===== config.mk =====
export PLATFORM = sky130hd
export DESIGN_NAME = sar_conv_ctrl
export DESIGN_NICKNAME = d
export VERILOG_FILES = /design/src/rtl/sar_pkg.sv /design/src/rtl/sar_code_fifo.sv /design/src/rtl/sar_conv_ctrl.sv
export SDC_FILE = /design/constraint.sdc
export NUM_CORES = 1
export LEC_CHECK = 0
export ABC_AREA = 1
export CAP_MARGIN = 20
export CORE_MARGIN = 10
export CORE_UTILIZATION = 54
export DETAILED_ROUTE_END_ITERATION = 16
export PLACE_DENSITY = 0.76
export SYNTH_ARGS = -nofsm -noshare
export SYNTH_HDL_FRONTEND = slang
export SYNTH_SLANG_ARGS = --single-unit

===== constraint.sdc =====
create_clock -name clk -period 3.1 [get_ports clk]
set_clock_uncertainty 0.15 [all_clocks]
set_input_delay 0.62 -clock clk [delete_from_list [all_inputs] [get_ports clk]]
set_output_delay 0.62 -clock clk [all_outputs]
set_load 0.1 [all_outputs]

===== src/rtl/sar_pkg.sv =====
// Shared definitions for the SAR conversion controller: FSM encoding, code width
// and parameter defaults.
package sar_pkg;

    localparam int CODE_W             = 8;
    localparam int DEFAULT_FIFO_DEPTH = 4;
    localparam int DEFAULT_TIMEOUT    = 32;

    typedef enum logic [1:0] {
        ST_IDLE     = 2'd0,
        ST_START    = 2'd1,
        ST_WAIT_EOC = 2'd2,
        ST_CAPTURE  = 2'd3
    } sar_state_e;

endpackage


===== src/rtl/sar_code_fifo.sv =====
// Small synchronous FIFO for captured conversion codes. A push while full is
// accepted only when a pop happens in the same cycle.
module sar_code_fifo
    import sar_pkg::*;
#(
    parameter int DEPTH = DEFAULT_FIFO_DEPTH,
    parameter int W     = CODE_W
) (
    input  logic         clk,
    input  logic         rst,
    input  logic         push,
    input  logic [W-1:0] push_data,
    input  logic         pop,
    output logic [W-1:0] pop_data,
    output logic         full,
    output logic         empty
);

    localparam int AW = (DEPTH > 1) ? $clog2(DEPTH) : 1;
    localparam int CW = $clog2(DEPTH + 1);

    logic [W-1:0]  mem [DEPTH];
    logic [AW-1:0] wr_ptr;
    logic [AW-1:0] rd_ptr;
    logic [CW-1:0] count;
    logic          wr_en;
    logic          rd_en;

    assign full     = (count == CW'(DEPTH));
    assign empty    = (count == '0);
    assign rd_en    = pop & ~empty;
    assign wr_en    = push & (~full | rd_en);
    assign pop_data = mem[rd_ptr];

    // Pointers are AW bits wide and DEPTH is a power of two, so they wrap naturally.
    always_ff @(posedge clk or posedge rst) begin
        if (rst) begin
            wr_ptr <= '0;
            rd_ptr <= '0;
            count  <= '0;
            for (int i = 0; i < DEPTH; i++) begin
                mem[i] <= '0;
            end
        end else begin
            if (wr_en) begin
                mem[wr_ptr] <= push_data;
                wr_ptr      <= wr_ptr + AW'(1);
            end
            if (rd_en) begin
                rd_ptr <= rd_ptr + AW'(1);
            end
            case ({wr_en, rd_en})
                2'b10:   count <= count + CW'(1);
                2'b01:   count <= count - CW'(1);
                default: count <= count;
            endcase
        end
    end

endmodule


===== src/rtl/sar_conv_ctrl.sv =====
// Periodic SAR conversion sequencer: issues cnvst, waits for eoc with a timeout,
// captures the result and buffers it for a valid/ready consumer.
module sar_conv_ctrl
    import sar_pkg::*;
#(
    parameter int FIFO_DEPTH = DEFAULT_FIFO_DEPTH,
    parameter int TIMEOUT    = DEFAULT_TIMEOUT
) (
    input  logic              clk,
    input  logic              rst,
    input  logic              en,
    input  logic [7:0]        period,
    input  logic              clr,
    output logic              cnvst,
    input  logic              eoc,
    input  logic [CODE_W-1:0] sar,
    output logic [CODE_W-1:0] dout,
    output logic              dout_valid,
    input  logic              dout_ready,
    output logic              busy,
    output logic              ovf,
    output logic              tmo,
    output sar_state_e        dbg_state
);

    // Output handshake: a code transfers in every cycle where dout_valid and
    // dout_ready are both high; dout stays stable while dout_valid=1 and dout_ready=0.

    localparam int TW = $clog2(TIMEOUT + 1);

    sar_state_e        state;
    logic [7:0]        pcnt;
    logic [TW-1:0]     tcnt;
    logic [CODE_W-1:0] code_q;
    logic [7:0]        reload;
    logic              push;
    logic              full;
    logic              empty;
    logic              pop;
    logic              drop;
    logic              tmo_hit;

    assign reload  = (period == 8'd0) ? 8'd0 : period - 8'd1;
    assign push    = (state == ST_CAPTURE);
    assign pop     = dout_ready & ~empty;
    assign drop    = push & full & ~pop;
    assign tmo_hit = (state == ST_WAIT_EOC) && !eoc && (tcnt == TW'(TIMEOUT - 1));

    // Period and timeout counters are loaded on the edge entering START so that
    // cnvst pulses land exactly 'period' cycles apart when conversions are short.
    always_ff @(posedge clk or posedge rst) begin
        if (rst) begin
            state  <= ST_IDLE;
            pcnt   <= '0;
            tcnt   <= '0;
            code_q <= '0;
            cnvst  <= 1'b0;
            busy   <= 1'b0;
            ovf    <= 1'b0;
            tmo    <= 1'b0;
        end else begin
            cnvst <= 1'b0;
            if (pcnt != 8'd0) begin
                pcnt <= pcnt - 8'd1;
            end
            case (state)
                ST_IDLE: begin
                    if (en && pcnt == 8'd0) begin
                        state <= ST_START;
                        cnvst <= 1'b1;
                        busy  <= 1'b1;
                        pcnt  <= reload;
                        tcnt  <= '0;
                    end
                end
                ST_START: begin
                    state <= ST_WAIT_EOC;
                    tcnt  <= tcnt + TW'(1);
                end
                ST_WAIT_EOC: begin
                    if (eoc) begin
                        state  <= ST_CAPTURE;
                        code_q <= sar;
                    end else begin
                        tcnt <= tcnt + TW'(1);
                        if (tmo_hit) begin
                            state <= ST_IDLE;
                            busy  <= 1'b0;
                        end
                    end
                end
                ST_CAPTURE: begin
                    state <= ST_IDLE;
                    busy  <= 1'b0;
                end
                default: begin
                    state <= ST_IDLE;
                    busy  <= 1'b0;
                end
            endcase
            // A set event in the same cycle as clr takes priority.
            if (drop) begin
                ovf <= 1'b1;
            end else if (clr) begin
                ovf <= 1'b0;
            end
            if (tmo_hit) begin
                tmo <= 1'b1;
            end else if (clr) begin
                tmo <= 1'b0;
            end
        end
    end

    sar_code_fifo #(
        .DEPTH (FIFO_DEPTH),
        .W     (CODE_W)
    ) u_fifo (
        .clk       (clk),
        .rst       (rst),
        .push      (push),
        .push_data (code_q),
        .pop       (pop),
        .pop_data  (dout),
        .full      (full),
        .empty     (empty)
    );

    assign dout_valid = ~empty;
    assign dbg_state  = state;

endmodule

==> results.toml <==
[logic_synthesis]
synth.avg_cell_area_sq_um = 8.16
yosys-top-cells-count = "nand2_1 (144), dfrtp_1 (67), o21ai_0 (45)"
synthArstFlopShare = 1.00
synth_top_area_frac = 0.457
synth_nets = 488
ys_top_cells_by_area = "dfrtp_1 (46%), nand2_1 (15%), o21ai_0 (6.1%), ha_1 (5.1%), inv_1 (4.1%)"
yosysSeqAreaShare = 0.457
syn-cell-area_sq_mm = 0.00367
yosysTopAreaCell = "dfrtp_1"
ys_types = 31
ys_seq_elements = 67
synth_edf_count = 0
netlist_instances = 450
yosys_warnings = 0
yosysMostFrequentCell = "nand2_1"
yosys_most_used_dff = "dfrtp_1"

[die]
die_h_um = 102
boundaryPins = 37
initial_utilization = 0.568
coreArea_sq_mm = 0.00646
die_area_sq_mm = 0.0105
die_w_um = 102
std_cell_rows = 29

[power_and_ir_drop]
combPwrFrac = 0.532
p_sw_frac = 0.534
finalPower_mw = 4.50
peakVddDrop_v = 0.00109
power.share.clock = 0.152
power.switching_mw = 2.40
p_leak_nw = 2.15
powerDensity_mw_per_mm2 = 1050
pwr-share-seq = 0.316
p_int_mw = 2.09

[sta]
rsz0062_at_grt = "false"
relSlewSlack = 0.675
maxSlewViolCount = 0
hold_viol_final = 0
fin_setup_tns_ps = 0
hold_ws_ps = 330
tightest_slew_ps = 487
min_period_over_period = 0.836
layout_min_cycle_time_ps = 2590
fin_ws_ps = 510
setup_viol = 0
max_clock_freq_ghz = 0.386

[cts]
cts.clk_slew.worst_paths_ps = 80
cts_tree = "yes"
cts_made_buffers = 9
cts_hold_buf = 0
cts.sinks = 67
cts_resized = 0
clockBufferDepth = 2
cts_setup_buffers = 0
cts-root-buf = "clkbuf_8"
clkLatencyLatePin_ps = 350
htreeDepth = 3

[placement]
place_congestion = 0.870
portBuffers = 36
dp_hpwl_mm = 5.64
pre_cts_ws_ps = 396

[setup_path]
critPathMaxStageDelay_ps = 510
path_cells = "inv_1 -> o21ai_0 -> o22ai_1 -> buf_4"
start_kind = "register"
startpoint = "u_fifo.rd_ptr[1]"
crit_required_ps = 2330
reg2reg_to = "u_fifo.count[2]"
worst-r2r-cell-count = 8
critPathCaptureType = "output pin"
regToRegStartpoint = "dbg_state[0]"
crit_path_max_fanout = 9
critPathArrivalTime_ps = 1820
critPathKind = "register to output pin"
rrSetupSlack_ps = 1010
slowest_stage = "dfrtp_1"

[detailed_routing]
routed_via_density = 5.18
wire_per_inst_um = 14.0
vias = 2974
first_pass_iters = 4
drt_wl_total_mm = 8.06
drt-initial-drc-count = 219
drtAntennaViolNets = 0
drc = 0

[status]
outcome = "finished clean"

[grt]
grt_use_total = 0.165
grt_max_degree = 68
grt_pass1_wl_mm = 13.7
grt_pass1_vias = 2911
antenna_found_initial = 0
grt-ovfl-total = 0

[final_layout]
area_delta_synth_final_pct = 16.6
n_antenna_cell = 0
postLayoutCoreUtil = 0.663
drive_above_1_share = 0.153
fin_nets = 530

[worst_hold_path]
min_path_cells = 2
min_from = "u_fifo.mem[13]"
whs_endpoint = "u_fifo.mem[13]"
hp-class = "register to register"

[run]
maxCapViolCount = 0
-- cell type report --
type	instances	area, sq um
Clock buffer	9	124
Clock inverter	7	58.8
Fill cell	552	2180
Inverter	48	180
Multi-Input combinational cell	327	1770
Sequential cell	67	1680
Tap cell	77	96.3
Timing Repair Buffer	39	370
-- worst max-delay path by stage --
stage | end | slack, ps | depth (start not counted)
global placement | u_fifo.count[2] | 470 | 9
detailed placement | u_fifo.count[2] | 400 | 9
global route | dout[0] | 450 | 4
finish | dout[0] | 510 | 4
CTS | dout[0] | 500 | 4
floorplan | dout[0] | 10 | 4
-- kinds of logic (layout without fill, tap and decap cells) --
| kind of cell | Yosys count | in the layout | synth area share |
|---|---|---|---|
| AND/OR/NAND/NOR | 222 | 222 | 0.281 |
| XOR/XNOR | 11 | 11 | 0.0262 |
| flip-flops | 67 | 67 | 0.457 |
| AO/OA/AOI/OAI | 78 | 78 | 0.116 |
| adder cells (fa/ha/maj) | 16 | 16 | 0.0566 |
| buffers and inverters | 56 | 103 | 0.0637 |
-- power groups by stage --
stage	sequential (mW)	combinational [mW]	clock [mW]
global placement	1.43	2.37	0
floorplan	1.50	1.78	0
global route	1.47	2.59	0.732
CTS	1.42	2.41	0.695
detailed placement	1.43	2.41	0
finish	1.42	2.39	0.681
-- cell usage in the layout (no fill, tap or decap) --
cell type,instances
inv_1,39
nor2_1,29
o21bai_1,1
clkinvlp_4,2
nor2_2,1
buf_4,16
o21ai_0,45
nand3_2,1
a21oi_1,5
o22ai_1,7
o22ai_2,2
nand3_4,3
xnor2_1,2
clkdlybuf4s50_1,21
nand3_1,20
o21ai_2,6
nor3_1,1
clkbuf_8,9
nor2_4,7
fa_1,1
clkinv_4,1
nor2_8,1
nand4_1,3
nand2_4,2
ha_1,15
buf_12,2
nand2_2,7
or2_2,2
inv_2,9
o21ai_1,12
inv_6,4
xor2_1,9
nand2_1,144
dfrtp_1,67
nor3_2,1
-- critical path: cells and delay by family (launching register included) --
| family | cells | cell delay [ps] |
|---|---|---|
| compound gates | 2 | 330 |
| buf+inv | 2 | 620 |
| flops | 1 | 510 |
-- flip-flops by register name, indices dropped and copies added, names as in the netlist --
name / count
busy: 1
tcnt: 6
cnvst: 1
u_fifo.wr_ptr: 2
tmo: 1
ovf: 1
pcnt: 8
code_q: 8
u_fifo.mem: 32
dbg_state: 2
u_fifo.count: 3
u_fifo.rd_ptr: 2
-- routing by layer --
| metal | GRT usage | part of all wire |
|---|---|---|
| met3 | 0.0472 | 0.054 |
| met5 | 0 | 0 |
| met2 | 0.261 | 0.46 |
| met1 | 0.215 | 0.47 |
| met4 | 0.0488 | 0.015 |
-- per-stage QoR --
| step | instance area (sq um) | instances |
|---|---|---|
| finish | 4280 | 574 |
| global route | 4280 | 574 |
| CTS | 4280 | 574 |
| detailed placement | 4100 | 558 |
| global placement | 4100 | 558 |
| floorplan | 3680 | 450 |
Power figures use the tool's default switching activity.
